==> src/rtl/scr1_dmi_tracker_pkg.sv <==
// Shared types and constants for the SCR1 DMI tracker: status/op encodings,
// request FSM states, TAP chain IDs and DTMCS field positions.
package scr1_dmi_pkg;

  typedef enum logic [1:0] {
    OK     = 2'd0,
    FAILED = 2'd2,
    BUSY   = 2'd3
  } type_scr1_dmi_stat_e;

  typedef enum logic [1:0] {
    NOP = 2'd0,
    RD  = 2'd1,
    WR  = 2'd2,
    RSV = 2'd3
  } type_scr1_dmi_op_e;

  typedef enum logic {
    IDLE = 1'b0,
    REQ  = 1'b1
  } type_scr1_dmi_fsm_e;

  localparam logic [1:0] DTMCS = 2'd1;
  localparam logic [1:0] DMI   = 2'd2;

  localparam int unsigned DTMCS_W             = 32;
  localparam int unsigned DTMCS_VERSION_LSB   = 0;
  localparam int unsigned DTMCS_ABITS_LSB     = 4;
  localparam int unsigned DTMCS_STAT_LSB      = 10;
  localparam int unsigned DTMCS_IDLE_LSB      = 12;
  localparam int unsigned DTMCS_DMIRESET_BIT  = 16;
  localparam int unsigned DTMCS_HARDRESET_BIT = 17;

endpackage

==> src/rtl/scr1_dmi_tracker_if.sv <==
// DMI-to-DM request/response bus.
interface scr1_dmi_tracker_if #(
  parameter int unsigned ADDR_WIDTH = 7,
  parameter int unsigned DATA_WIDTH = 32
);
  // Handshake: req is held with wr/addr/wdata stable until the DM pulses resp
  // for one cycle; resp is only meaningful while req=1, err and rdata are
  // qualified by resp (rdata only for reads). req drops the cycle after resp.
  logic                  dmi2dm_req_o;
  logic                  dmi2dm_wr_o;
  logic [ADDR_WIDTH-1:0] dmi2dm_addr_o;
  logic [DATA_WIDTH-1:0] dmi2dm_wdata_o;
  logic                  dm2dmi_resp_i;
  logic                  dm2dmi_err_i;
  logic [DATA_WIDTH-1:0] dm2dmi_rdata_i;

  modport master (
    output dmi2dm_req_o, dmi2dm_wr_o, dmi2dm_addr_o, dmi2dm_wdata_o,
    input  dm2dmi_resp_i, dm2dmi_err_i, dm2dmi_rdata_i
  );

  modport slave (
    input  dmi2dm_req_o, dmi2dm_wr_o, dmi2dm_addr_o, dmi2dm_wdata_o,
    output dm2dmi_resp_i, dm2dmi_err_i, dm2dmi_rdata_i
  );
endinterface

==> src/rtl/scr1_dmi_req_fsm.sv <==
// IDLE/REQ request tracker toward the DM: request registers, timeout counter,
// read-data capture and sticky dmistat.
module scr1_dmi_req_fsm
  import scr1_dmi_pkg::*;
#(
  parameter int unsigned ADDR_WIDTH = 7,
  parameter int unsigned DATA_WIDTH = 32,
  parameter int unsigned TIMEOUT    = 256
) (
  input  logic                  clk,
  input  logic                  rst,
  scr1_dmi_tracker_if.master    dm,
  input  logic                  dmi_capture,
  input  logic                  dmi_update,
  input  type_scr1_dmi_op_e     upd_op,
  input  logic [ADDR_WIDTH-1:0] upd_addr,
  input  logic [DATA_WIDTH-1:0] upd_data,
  input  logic                  dmireset,
  input  logic                  dmihardreset,
  output type_scr1_dmi_fsm_e    state,
  output logic [1:0]            dmistat,
  output logic [ADDR_WIDTH-1:0] last_addr,
  output logic [DATA_WIDTH-1:0] rdata
);

  localparam int unsigned CNT_W = (TIMEOUT > 1) ? $clog2(TIMEOUT) : 1;
  localparam logic [CNT_W-1:0] CNT_LAST = CNT_W'((TIMEOUT == 0) ? 0 : TIMEOUT - 1);

  type_scr1_dmi_fsm_e    state_ff, state_next;
  type_scr1_dmi_stat_e   stat_ff, stat_next;
  logic [CNT_W-1:0]      cnt_ff;
  logic                  wr_ff;
  logic [ADDR_WIDTH-1:0] addr_ff;
  logic [DATA_WIDTH-1:0] wdata_ff;
  logic [DATA_WIDTH-1:0] rdata_ff;

  logic in_req, resp, tmo, accept, busy_evt, fail_evt, rd_ok;

  assign in_req   = (state_ff == REQ);
  assign resp     = in_req & dm.dm2dmi_resp_i;
  assign tmo      = in_req & ~resp & (TIMEOUT != 0) & (cnt_ff == CNT_LAST);
  assign accept   = dmi_update & ~in_req & (stat_ff == OK) & ((upd_op == RD) | (upd_op == WR));
  assign busy_evt = in_req & (dmi_capture | dmi_update);
  assign fail_evt = (resp & dm.dm2dmi_err_i) | tmo;
  assign rd_ok    = resp & ~dm.dm2dmi_err_i & ~wr_ff & ~dmihardreset;

  always_comb begin
    state_next = state_ff;
    case (state_ff)
      IDLE:    if (accept) state_next = REQ;
      REQ:     if (resp | tmo) state_next = IDLE;
      default: state_next = IDLE;
    endcase
    if (dmihardreset) state_next = IDLE;
  end

  // Status is sticky: only a clear status can be raised, busy taking precedence.
  always_comb begin
    stat_next = stat_ff;
    if (stat_ff == OK) begin
      if (busy_evt)                      stat_next = BUSY;
      else if (fail_evt & ~dmihardreset) stat_next = FAILED;
    end
    if (dmireset | dmihardreset) stat_next = OK;
  end

  always_ff @(posedge clk) begin
    if (rst) begin
      state_ff <= IDLE;
      stat_ff  <= OK;
      cnt_ff   <= '0;
      wr_ff    <= 1'b0;
      addr_ff  <= '0;
      wdata_ff <= '0;
      rdata_ff <= '0;
    end else begin
      state_ff <= state_next;
      stat_ff  <= stat_next;
      cnt_ff   <= (in_req && state_next == REQ) ? cnt_ff + 1'b1 : '0;
      if (accept) begin
        wr_ff    <= (upd_op == WR);
        addr_ff  <= upd_addr;
        wdata_ff <= upd_data;
      end
      if (rd_ok) rdata_ff <= dm.dm2dmi_rdata_i;
    end
  end

  assign dm.dmi2dm_req_o   = in_req;
  assign dm.dmi2dm_wr_o    = wr_ff;
  assign dm.dmi2dm_addr_o  = addr_ff;
  assign dm.dmi2dm_wdata_o = wdata_ff;

  assign state     = state_ff;
  assign dmistat   = stat_ff;
  assign last_addr = addr_ff;
  assign rdata     = rdata_ff;

endmodule

==> src/rtl/scr1_dmi_tracker.sv <==
// DTM data registers (DTMCS and DMI access) with capture/shift/update handling;
// request tracking toward the DM lives in scr1_dmi_req_fsm.
module scr1_dmi_tracker
  import scr1_dmi_pkg::*;
#(
  parameter int unsigned ADDR_WIDTH = 7,
  parameter int unsigned DATA_WIDTH = 32,
  parameter int unsigned IDLE_HINT  = 1,
  parameter int unsigned TIMEOUT    = 256
) (
  input  logic               clk,
  input  logic               rst,
  input  logic               tapcsync2dmi_ch_sel_i,
  input  logic [1:0]         tapcsync2dmi_ch_id_i,
  input  logic               tapcsync2dmi_ch_capture_i,
  input  logic               tapcsync2dmi_ch_shift_i,
  input  logic               tapcsync2dmi_ch_update_i,
  input  logic               tapcsync2dmi_ch_tdi_i,
  output logic               dmi2tapcsync_ch_tdo_o,
  scr1_dmi_tracker_if.master dmi2dm,
  output type_scr1_dmi_fsm_e dmi_fsm_state
);

  localparam int unsigned DR_W = ADDR_WIDTH + DATA_WIDTH + 2;

  logic [DR_W-1:0]       dr_ff, dr_next;
  logic [DTMCS_W-1:0]    dtmcs_word;
  logic [1:0]            dmistat;
  logic [ADDR_WIDTH-1:0] last_addr;
  logic [DATA_WIDTH-1:0] rdata;
  logic                  dtmcs_sel, dmi_sel, in_req;

  assign dtmcs_sel = tapcsync2dmi_ch_sel_i & (tapcsync2dmi_ch_id_i == DTMCS);
  assign dmi_sel   = tapcsync2dmi_ch_sel_i & (tapcsync2dmi_ch_id_i == DMI);
  assign in_req    = (dmi_fsm_state == REQ);

  always_comb begin
    dtmcs_word = '0;
    dtmcs_word[DTMCS_VERSION_LSB +: 4] = 4'd1;
    dtmcs_word[DTMCS_ABITS_LSB +: 6]   = 6'(ADDR_WIDTH);
    dtmcs_word[DTMCS_STAT_LSB +: 2]    = dmistat;
    dtmcs_word[DTMCS_IDLE_LSB +: 3]    = 3'(IDLE_HINT);

    dr_next = dr_ff;
    if (dtmcs_sel && tapcsync2dmi_ch_capture_i) begin
      dr_next = DR_W'(dtmcs_word);
    end else if (dmi_sel && tapcsync2dmi_ch_capture_i) begin
      // A capture while a request is outstanding reports busy in the op field.
      dr_next = {last_addr, rdata, in_req ? 2'b11 : dmistat};
    end else if (dtmcs_sel && tapcsync2dmi_ch_shift_i) begin
      dr_next = '0;
      dr_next[DTMCS_W-1:0] = {tapcsync2dmi_ch_tdi_i, dr_ff[DTMCS_W-1:1]};
    end else if (dmi_sel && tapcsync2dmi_ch_shift_i) begin
      dr_next = {tapcsync2dmi_ch_tdi_i, dr_ff[DR_W-1:1]};
    end
  end

  always_ff @(posedge clk) begin
    if (rst) dr_ff <= '0;
    else     dr_ff <= dr_next;
  end

  assign dmi2tapcsync_ch_tdo_o = dr_ff[0];

  scr1_dmi_req_fsm #(
    .ADDR_WIDTH (ADDR_WIDTH),
    .DATA_WIDTH (DATA_WIDTH),
    .TIMEOUT    (TIMEOUT)
  ) u_req_fsm (
    .clk          (clk),
    .rst          (rst),
    .dm           (dmi2dm),
    .dmi_capture  (dmi_sel & tapcsync2dmi_ch_capture_i),
    .dmi_update   (dmi_sel & tapcsync2dmi_ch_update_i),
    .upd_op       (type_scr1_dmi_op_e'(dr_ff[1:0])),
    .upd_addr     (dr_ff[DR_W-1 -: ADDR_WIDTH]),
    .upd_data     (dr_ff[DATA_WIDTH+1:2]),
    .dmireset     (dtmcs_sel & tapcsync2dmi_ch_update_i & dr_ff[DTMCS_DMIRESET_BIT]),
    .dmihardreset (dtmcs_sel & tapcsync2dmi_ch_update_i & dr_ff[DTMCS_HARDRESET_BIT]),
    .state        (dmi_fsm_state),
    .dmistat      (dmistat),
    .last_addr    (last_addr),
    .rdata        (rdata)
  );

endmodule

==> src/flat_wrapper.sv <==
// flat-port wrapper written by rule: the top's interface ports become plain ports
module scr1_dmi_tracker_flat import scr1_dmi_pkg::*;
#(
  parameter int unsigned ADDR_WIDTH = 7,
  parameter int unsigned DATA_WIDTH = 32,
  parameter int unsigned IDLE_HINT  = 1,
  parameter int unsigned TIMEOUT    = 256
)
  (clk, rst, tapcsync2dmi_ch_sel_i, tapcsync2dmi_ch_id_i, tapcsync2dmi_ch_capture_i, tapcsync2dmi_ch_shift_i, tapcsync2dmi_ch_update_i, tapcsync2dmi_ch_tdi_i, dmi2tapcsync_ch_tdo_o, dmi_fsm_state, dmi2dm_dmi2dm_req_o, dmi2dm_dmi2dm_wr_o, dmi2dm_dmi2dm_addr_o, dmi2dm_dmi2dm_wdata_o, dmi2dm_dm2dmi_resp_i, dmi2dm_dm2dmi_err_i, dmi2dm_dm2dmi_rdata_i);
  scr1_dmi_tracker_if #(.ADDR_WIDTH(ADDR_WIDTH), .DATA_WIDTH(DATA_WIDTH)) dmi2dm_i ();
  input  logic clk;
  input  logic rst;
  input  logic tapcsync2dmi_ch_sel_i;
  input  logic [1:0] tapcsync2dmi_ch_id_i;
  input  logic tapcsync2dmi_ch_capture_i;
  input  logic tapcsync2dmi_ch_shift_i;
  input  logic tapcsync2dmi_ch_update_i;
  input  logic tapcsync2dmi_ch_tdi_i;
  output logic dmi2tapcsync_ch_tdo_o;
  output type_scr1_dmi_fsm_e dmi_fsm_state;
  output wire logic [$bits(dmi2dm_i.dmi2dm_req_o)-1:0] dmi2dm_dmi2dm_req_o;
  output wire logic [$bits(dmi2dm_i.dmi2dm_wr_o)-1:0] dmi2dm_dmi2dm_wr_o;
  output wire logic [$bits(dmi2dm_i.dmi2dm_addr_o)-1:0] dmi2dm_dmi2dm_addr_o;
  output wire logic [$bits(dmi2dm_i.dmi2dm_wdata_o)-1:0] dmi2dm_dmi2dm_wdata_o;
  input wire logic [$bits(dmi2dm_i.dm2dmi_resp_i)-1:0] dmi2dm_dm2dmi_resp_i;
  input wire logic [$bits(dmi2dm_i.dm2dmi_err_i)-1:0] dmi2dm_dm2dmi_err_i;
  input wire logic [$bits(dmi2dm_i.dm2dmi_rdata_i)-1:0] dmi2dm_dm2dmi_rdata_i;
  assign dmi2dm_dmi2dm_req_o = dmi2dm_i.dmi2dm_req_o;
  assign dmi2dm_dmi2dm_wr_o = dmi2dm_i.dmi2dm_wr_o;
  assign dmi2dm_dmi2dm_addr_o = dmi2dm_i.dmi2dm_addr_o;
  assign dmi2dm_dmi2dm_wdata_o = dmi2dm_i.dmi2dm_wdata_o;
  assign dmi2dm_i.dm2dmi_resp_i = dmi2dm_dm2dmi_resp_i;
  assign dmi2dm_i.dm2dmi_err_i = dmi2dm_dm2dmi_err_i;
  assign dmi2dm_i.dm2dmi_rdata_i = dmi2dm_dm2dmi_rdata_i;
  scr1_dmi_tracker #(.ADDR_WIDTH(ADDR_WIDTH), .DATA_WIDTH(DATA_WIDTH), .IDLE_HINT(IDLE_HINT), .TIMEOUT(TIMEOUT)) u_core (.clk(clk), .rst(rst), .tapcsync2dmi_ch_sel_i(tapcsync2dmi_ch_sel_i), .tapcsync2dmi_ch_id_i(tapcsync2dmi_ch_id_i), .tapcsync2dmi_ch_capture_i(tapcsync2dmi_ch_capture_i), .tapcsync2dmi_ch_shift_i(tapcsync2dmi_ch_shift_i), .tapcsync2dmi_ch_update_i(tapcsync2dmi_ch_update_i), .tapcsync2dmi_ch_tdi_i(tapcsync2dmi_ch_tdi_i), .dmi2tapcsync_ch_tdo_o(dmi2tapcsync_ch_tdo_o), .dmi2dm(dmi2dm_i), .dmi_fsm_state(dmi_fsm_state));
endmodule
==> config.mk <==
export PLATFORM = sky130hd
export DESIGN_NAME = scr1_dmi_tracker_flat
export DESIGN_NICKNAME = d
export VERILOG_FILES = /design/src/rtl/scr1_dmi_tracker_pkg.sv /design/src/rtl/scr1_dmi_tracker_if.sv /design/src/rtl/scr1_dmi_req_fsm.sv /design/src/rtl/scr1_dmi_tracker.sv /design/src/flat_wrapper.sv
export SDC_FILE = /design/constraint.sdc
export NUM_CORES = 1
export LEC_CHECK = 0
export CAP_MARGIN = 20
export CORE_MARGIN = 4
export CORE_UTILIZATION = 50
export CTS_BUF_LIST = sky130_fd_sc_hd__clkbuf_8
export DETAILED_ROUTE_END_ITERATION = 6
export GPL_TIMING_DRIVEN = 0
export PLACE_DENSITY = 0.77
export SYNTH_ARGS = -nofsm -noshare
export SYNTH_HDL_FRONTEND = slang
export SYNTH_SLANG_ARGS = --single-unit
==> constraint.sdc <==
create_clock -name clk -period 1.6 [get_ports clk]
set_clock_uncertainty 0.05 [all_clocks]
set_input_delay 0.32 -clock clk [delete_from_list [all_inputs] [get_ports clk]]
set_output_delay 0.32 -clock clk [all_outputs]
set_load 0.01 [all_outputs]
* After elaboration in Yosys (flattened, before gate mapping)
Index checks and enable logic that the tools add are counted.
Word-level totals: bits in registers 124, input bits 43, output and inout bits 43, word-level logic and storage cells 69
Cells by class: add/subtract/negate cells 1, eq/ne operators 5, multiplexer cells 11, bitwise operators 30, reductions and logical operators 13
Operators with widths (number):
- $mux W41 | 3
- $and A1 B1 Y1 | 19
- $mux W13 | 1
- $add A8 B1 Y8 const B | 1
- $eq A8 B8 Y1 const B | 1
- $mux W2 | 3
- $not A1 Y1 | 6
- $reduce_or A2 Y1 | 3
- $logic_and A1 B1 Y1 | 5
- $or A1 B1 Y1 | 5
- $eq A2 B1 Y1 const B | 2
- $eq A2 B2 Y1 const B | 2
- $reduce_bool A4 Y1 | 1
- $mux W1 | 3
- $reduce_bool A3 Y1 | 1
- $logic_not A2 Y1 | 1
- $pmux W1 S2 | 1
- $reduce_and A2 Y1 | 1
- $reduce_bool A2 Y1 | 1

* Depth between registers and ports, before layout
Gate-level depths: netlist of the first run.
word-level depth 12, gate-level depth with buffers 8

* Modules after synthesis
A second synthesis of the first run with hierarchy kept.
Unflattened totals: cell total of the unflattened synthesis 618, area, all modules 5489.0 µm²
Modules (own cells, without submodules):
- scr1_dmi_req_fsm | instances 1, cells each 397, area an instance 3369.5 µm²
- scr1_dmi_tracker | instances 1, cells each 221, area an instance 2119.5 µm²

* Worst setup path after synthesis of the first run
OpenSTA, ideal clock, no wires.
path kind register -> register, from register u_core.dr_ff[0], to register u_core.u_req_fsm.wdata_ff[15], in the netlist u_core.u_req_fsm.dm.dmi2dm_wdata_o[15], library setup time 0.070 ns, arrival 1.508 ns, data required time 1.480 ns, setup slack -0.028 ns, cell stages (with the launch flop) 9, buffers on the path 2, period minus slack after synthesis 1.628 ns, cell sequence dfxtp_1 inv_1 ha_1 nor4_1 and3_1 buf_2 buf_4 nand2_1 a21oi_1
Between the ends: longest elaborated chain between the ends 3
Ends and longest elaborated chain:
- from (decl) | RTL line scr1_dmi_tracker.sv:26 | logic [DR_W-1:0] dr_ff, dr_next;
- from (signal assigned) | RTL line scr1_dmi_tracker.sv:60 | else dr_ff <= dr_next;
- $eq A2 B1 Y1 / $eq A2 B2 Y1 (equally long branches) | RTL line scr1_dmi_req_fsm.sv:42 | assign accept = dmi_update & ~in_req & (stat_ff == OK) & ((upd_op == RD) | (upd_op == WR));
- $or A1 B1 Y1 * | RTL line scr1_dmi_req_fsm.sv:42
- $and A1 B1 Y1 * | RTL line scr1_dmi_req_fsm.sv:42
- to (signal assigned) | RTL line scr1_dmi_req_fsm.sv:83 | wdata_ff <= upd_data;
- to (decl) | RTL line scr1_dmi_req_fsm.sv:34 | logic [DATA_WIDTH-1:0] wdata_ff;
Every way passes the cells marked *; elsewhere a longest branch is shown, timed or not. A chain may end at the register's enable or synchronous reset.

* Worst setup path after layout of the first run
from register u_core.dr_ff[0], to register u_core.u_req_fsm.wdata_ff[10], in the netlist u_core.u_req_fsm.dm.dmi2dm_wdata_o[10]
The elaborated chain is that of the path after synthesis.

==> impl_metrics.env, run 1 <==
export IMPL_outcome="finished, violations left"
export IMPL_violations="negative setup slack"
export IMPL_synth_area_um2=5180
export IMPL_p_leak_nw=3.09
export IMPL_power_total_mw=6.68
export IMPL_worst_setup_path_type="reg2reg"
export IMPL_clkSlewWorstSetupHoldPaths_ns=0.08
export IMPL_first_iter_violations=371
export IMPL_worst_path_buf_inv=3
export IMPL_multiInputGateArea_um2=3050
export IMPL_final_common_cell="dfxtp_1"
export IMPL_die_w_um=110
export IMPL_timing_final_ws_setup_ns=-0.0699
export IMPL_endpoint_kind="register"
export IMPL_synth_seq_cells=124
export IMPL_seq_area_um2=2490
export IMPL_antenna_found_initial=0
export IMPL_synth_adder_area_share_pct=0.483
export IMPL_drive_gt1_share_pct=36.7
export IMPL_io_buffers=84
export IMPL_avgSynthCellArea_um2=9.44
export IMPL_cp_startpoint="u_core.dr_ff[0]"
export IMPL_cts_hold_fix_buffers=0
export IMPL_areaGrowthSynthToFinish_pct=48.6
export IMPL_synth_top_cell_by_area="dfxtp_1"
export IMPL_cts_sinks=124
export IMPL_whs_ns=0.387
export IMPL_cp_start_kind="register"
export IMPL_nets=722
export IMPL_p_per_area_nw_per_um2=868
export IMPL_initial_utilization_pct=52.1
export IMPL_gp_congestion=0.857
export IMPL_cp_num_cells=8
export IMPL_irDropWorstVdd_mv=0.605
export IMPL_netlist_cell_type_count=46
export IMPL_reg2reg_from="u_core.dr_ff[0]"
export IMPL_setup_tns_final_ns=-0.975
export IMPL_max_slew_margin_pct=52.7
export IMPL_grt_overflow=0
export IMPL_grt_setup_unrepaired="yes"
export IMPL_crit_family="simple AND/OR/NAND/NOR gates"
export IMPL_dr_total_vias=4810
export IMPL_hold_viol_final=0
export IMPL_cts_made_buffers=17
export IMPL_htree_num_levels=4
export IMPL_worstSetupEndpoint="u_core.u_req_fsm.dm.dmi2dm_wdata_o[10]"
export IMPL_grt_max_degree=17
export IMPL_r2r_setup_slack_ns=-0.07
export IMPL_synth_top_family_by_area="compound AO/OA/AOI/OAI gates"
export IMPL_ys_warn_count=0
export IMPL_antenna_left=0
export IMPL_fmax_mhz=599
export IMPL_r2r_end="u_core.u_req_fsm.dm.dmi2dm_wdata_o[10]"
export IMPL_r2r_cells=8
export IMPL_dpl_cell_area_um2=6200
export IMPL_design_area_um2=7700
export IMPL_min_period_over_period_pct=104
export IMPL_synth_area_leaders="dfxtp_1 (48%), mux2i_1 (12%), a21oi_1 (7.1%), nand2_1 (6.1%), a211oi_2 (4.8%)"
export IMPL_synth_area_mux_share_pct=12.0
export IMPL_synthCells=549
export IMPL_dieArea_um2=12100
export IMPL_async_reset_ff_share_pct=0
export IMPL_drv_cap=0
export IMPL_stdcell_count=823
export IMPL_crit_chain="inv_2, ha_4, nor4_4, and3_4, buf_8, buf_6, nand2_2, a21oi_2"
export IMPL_fp_dieH_um=110
export IMPL_synth_top_area_share_pct=47.9
export IMPL_critical_path_max_stage_delay_ns=0.35
export IMPL_grt_use_total_pct=23.3
export IMPL_arrival_ns=1.98
export IMPL_synth_nets=594
export IMPL_cts_tree="built"
export IMPL_seq_area_frac_synth_pct=47.9
export IMPL_dp_worst_setup_slack_ns=-0.603
export IMPL_synth_xor_area_share_pct=1.01
export IMPL_first_pass_iters=5
export IMPL_viasPerCell=5.84
export IMPL_coreArea_um2=9950
export IMPL_wl_per_cell_um=19.5
export IMPL_first_global_vias=4425
export IMPL_n_fill_cell=624
export IMPL_critical_path_required_ns=1.91
export IMPL_holdCritPathClass="reg2reg"
export IMPL_drc=0
export IMPL_grt_pass1_wl_um=22000
export IMPL_cts_buffer_depth=2
export IMPL_slew_violations=0
export IMPL_crit_slowest_cell="dfxtp_2"
export IMPL_num_antenna_cells=0
export IMPL_fin_crit_ns=1.67
export IMPL_cts_root_buf="clkbuf_8"
export IMPL_synthSimpleGateAreaFrac_pct=13.6
export IMPL_row_count=36
export IMPL_synth_compound_area_share_pct=19.2
export IMPL_synthFlopType="dfxtp_1"
export IMPL_hpwl_um=9080
export IMPL_io_pins=86
export IMPL_placedCellCount=766
export IMPL_synth_edf_count=0
export IMPL_final_cell_mix="dfxtp_1 (120), mux2i_1 (57), dlygate4sd2_1 (45), nand2_4 (42), nor2_1 (41)"
export IMPL_clock_latency_ns=0.44
export IMPL_wl_um=16000
export IMPL_cp_max_fo=5
export IMPL_fin_util_pct=77.4
export IMPL_worst_pin_slew_ns=0.709
export IMPL_setup_violations=49
[cell families (layout without fill, tap and decap cells)]
kind of cell    Yosys count  in the layout
mux                      62             62
buf+inv                  53            193
fa+ha+maj                 2              2
xor+xnor                  6              6
flops                   124            124
compound gates          141            141
simple gates            161            162
[layout make-up]
cell class	count	area share, %
Buffer	44	5.46
Clock buffer	18	3.22
Clock inverter	14	2.10
Inverter	7	0.390
Multi-Input combinational cell	373	39.7
Sequential cell	124	32.3
Tap cell	133	2.16
Timing Repair Buffer	110	14.7
[synth_stat cells (3+ instances only)]
library cell,count
nand2_1,84
a22oi_1,9
xnor2_1,4
dfxtp_1,124
and3_1,8
nand4_1,5
buf_4,8
clkbuf_1,18
mux2i_1,60
o2111ai_1,3
a211oi_2,20
buf_6,7
inv_1,6
a211oi_1,12
o211ai_1,3
nor2_1,43
a21oi_1,74
o311a_1,5
buf_2,13
a31oi_1,3
nand3_1,7
[worst min-delay path by stage]
stage                          startpoint                         end  slack, ns  cells past startpoint
2_1_floorplan  u_core.u_req_fsm.cnt_ff[0]  u_core.u_req_fsm.cnt_ff[0]       0.36                      1
3_3_place_gp   u_core.u_req_fsm.cnt_ff[0]  u_core.u_req_fsm.cnt_ff[0]       0.37                      1
3_5_place_dp   u_core.u_req_fsm.cnt_ff[0]  u_core.u_req_fsm.cnt_ff[0]       0.38                      1
4_1_cts         tapcsync2dmi_ch_capture_i            u_core.dr_ff[11]       0.34                      4
5_1_grt         tapcsync2dmi_ch_capture_i            u_core.dr_ff[11]       0.41                      4
6_report       u_core.u_req_fsm.cnt_ff[0]  u_core.u_req_fsm.cnt_ff[0]       0.39                      1
[repair_timing]
action,in CTS,in global routing
resized for setup,148,150
setup buffers,6,8
pin swaps,40,50
endpoints found under the setup margin,159,118
cloned,7,6
[flip-flops by register name (all words and copies together), names as in the netlist]
name	cells
u_core.u_req_fsm.dm.dmi2dm_req_o	1
u_core.u_req_fsm.dm.dmi2dm_addr_o	7
u_core.u_req_fsm.dm.dmi2dm_wr_o	1
u_core.dr_ff	41
u_core.u_req_fsm.cnt_ff	8
u_core.u_req_fsm.dm.dmi2dm_wdata_o	32
u_core.u_req_fsm.dmistat	2
u_core.u_req_fsm.rdata	32
[layer usage]
metal | vias up | track usage (%) | routed length [um]
met5 | - | 0 | 0
met4 | 0 | 8.90 | 403
met3 | 42 | 4.99 | 1010
met2 | 208 | 38.8 | 8030
met1 | 2340 | 29.5 | 6580
li1 | 2220 | - | -
[power breakdown]
part / internal, mW / switching [mW]
clock: 1.46 / 1.38
sequential: 3.15 / 0.0770
combinational: 0.283 / 0.338
(Power assumes the default switching activity.)
==> run 2, diff against run 1 <==
--- a/config.mk
+++ b/config.mk
@@ -5,8 +5,6 @@
 export SDC_FILE = /design/constraint.sdc
 export NUM_CORES = 1
 export LEC_CHECK = 0
-export CAP_MARGIN = 20
-export CORE_MARGIN = 4
 export CORE_UTILIZATION = 50
 export CTS_BUF_LIST = sky130_fd_sc_hd__clkbuf_8
 export DETAILED_ROUTE_END_ITERATION = 6
==> impl_metrics.env, run 2 (same netlist as run 1, synthesis figures left out) <==
export IMPL_fin_crit_ns=1.72
export IMPL_whs_ns=0.365
export IMPL_cts_tree="built"
export IMPL_initial_utilization_pct=52.3
export IMPL_antenna_found_initial=0
export IMPL_areaGrowthSynthToFinish_pct=38.0
export IMPL_p_leak_nw=2.95
export IMPL_cp_start_kind="primary input"
export IMPL_irDropWorstVdd_mv=0.634
export IMPL_antenna_left=0
export IMPL_drv_cap=0
export IMPL_outcome="finished, violations left"
export IMPL_cts_sinks=124
export IMPL_first_global_vias=4622
export IMPL_dp_worst_setup_slack_ns=-0.606
export IMPL_worst_pin_slew_ns=0.759
export IMPL_crit_chain="clkdlybuf4s50_1, clkbuf_2, clkbuf_1, a21oi_1"
export IMPL_cp_max_fo=10
export IMPL_hold_viol_final=0
export IMPL_row_count=36
export IMPL_io_pins=86
export IMPL_max_slew_margin_pct=49.4
export IMPL_fin_util_pct=72.2
export IMPL_cts_buffer_depth=2
export IMPL_setup_violations=42
export IMPL_slew_violations=0
export IMPL_num_antenna_cells=0
export IMPL_timing_final_ws_setup_ns=-0.124
export IMPL_arrival_ns=1.97
export IMPL_worst_setup_path_type="in2reg"
export IMPL_final_common_cell="dfxtp_1"
export IMPL_largest_register_ffs=41
export IMPL_crit_slowest_cell="clkbuf_1"
export IMPL_wl_um=14600
export IMPL_cts_hold_fix_buffers=0
export IMPL_grt_use_total_pct=26.1
export IMPL_endpoint_kind="register"
export IMPL_viasPerCell=5.78
export IMPL_die_w_um=104
export IMPL_gp_congestion=0.822
export IMPL_dpl_cell_area_um2=6200
export IMPL_critical_path_max_stage_delay_ns=0.62
export IMPL_htree_num_levels=4
export IMPL_hpwl_um=9110
export IMPL_holdCritPathClass="in2reg"
export IMPL_clkSlewWorstSetupHoldPaths_ns=0.08
export IMPL_dieArea_um2=10800
export IMPL_wl_per_cell_um=18.1
export IMPL_drive_gt1_share_pct=25.5
export IMPL_nets=707
export IMPL_fp_dieH_um=104
export IMPL_grt_overflow=0
export IMPL_min_period_over_period_pct=108
export IMPL_cts_made_buffers=17
export IMPL_first_iter_violations=356
export IMPL_io_buffers=84
export IMPL_p_per_area_nw_per_um2=906
export IMPL_violations="negative setup slack"
export IMPL_coreArea_um2=9910
export IMPL_dr_total_vias=4668
export IMPL_r2r_setup_slack_ns=-0.11
export IMPL_top_register="u_core.dr_ff"
export IMPL_grt_max_degree=17
export IMPL_grt_pass1_wl_um=22600
export IMPL_design_area_um2=7150
export IMPL_drc=0
export IMPL_critical_path_required_ns=1.84
export IMPL_clock_latency_ns=0.44
export IMPL_fmax_mhz=580
export IMPL_grt_setup_unrepaired="yes"
export IMPL_cts_root_buf="clkbuf_8"
export IMPL_final_cell_mix="dfxtp_1 (121), mux2i_1 (59), nand2_1 (56), a21oi_1 (45), dlygate4sd2_1 (45)"
export IMPL_first_pass_iters=5
## run 2: final timing paths
check        cells past startpoint                                endpoint                  startpoint
min                              4              u_core.u_req_fsm.cnt_ff[1]        dmi2dm_dm2dmi_resp_i
max                              4  u_core.u_req_fsm.dm.dmi2dm_wdata_o[27]                         rst
max reg2reg                      7  u_core.u_req_fsm.dm.dmi2dm_wdata_o[29]             u_core.dr_ff[0]
min reg2reg                      1              u_core.u_req_fsm.cnt_ff[0]  u_core.u_req_fsm.cnt_ff[0]
## run 2: repair_timing
action                     in CTS  in global routing
pin swaps                      11                 31
buffers inserted                5                  2
gates resized for setup       110                 81
setup endpoints to repair     159                103
gates cloned                    5                  1
## run 2: area by class of cell
type                            count  area [um2]
Multi-Input combinational cell    372        2780
Fill cell                         729        2760
Sequential cell                   124        2490
Timing Repair Buffer               95         925
Buffer                             45         380
Clock buffer                       18         248
Tap cell                          133         166
Clock inverter                     14         136
Inverter                            7        26.3
## run 2: per-stage QoR
step / TNS (ns) / cells / power (mW)
finish: -2.37 / 808 / 6.48
global placement: -62.46 / 766 / 3.77
global route: -4.35 / 808 / 6.69
detailed placement: -65.20 / 766 / 3.79
floorplan: 0 / 549 / 3.57
CTS: -3.22 / 807 / 6.43
## run 2: metal layers
layer	wire length [um]	vias to the layer above	share of wire, %	global-route usage, %
li1	-	2169	-	-
met1	5960	2268	41	31.2
met2	7470	201	51	45.5
met3	907	30	6.2	5.29
met4	284	0	1.9	10.6
met5	0	-	0	0
## run 2: worst max-delay path, delay by kind of cell
kind                   cells  cell delay (ns)
AO/OA/AOI/OAI              1             0.09
buffers and inverters      3             1.55
## run 2: power breakdown
group / switching [mW] / leakage (nW) / internal (mW)
logic: 0.319 / 1.75 / 0.263
clock network: 1.38 / 0.192 / 1.30
registers: 0.0765 / 1.00 / 3.15
total: 1.77 / 2.95 / 4.71
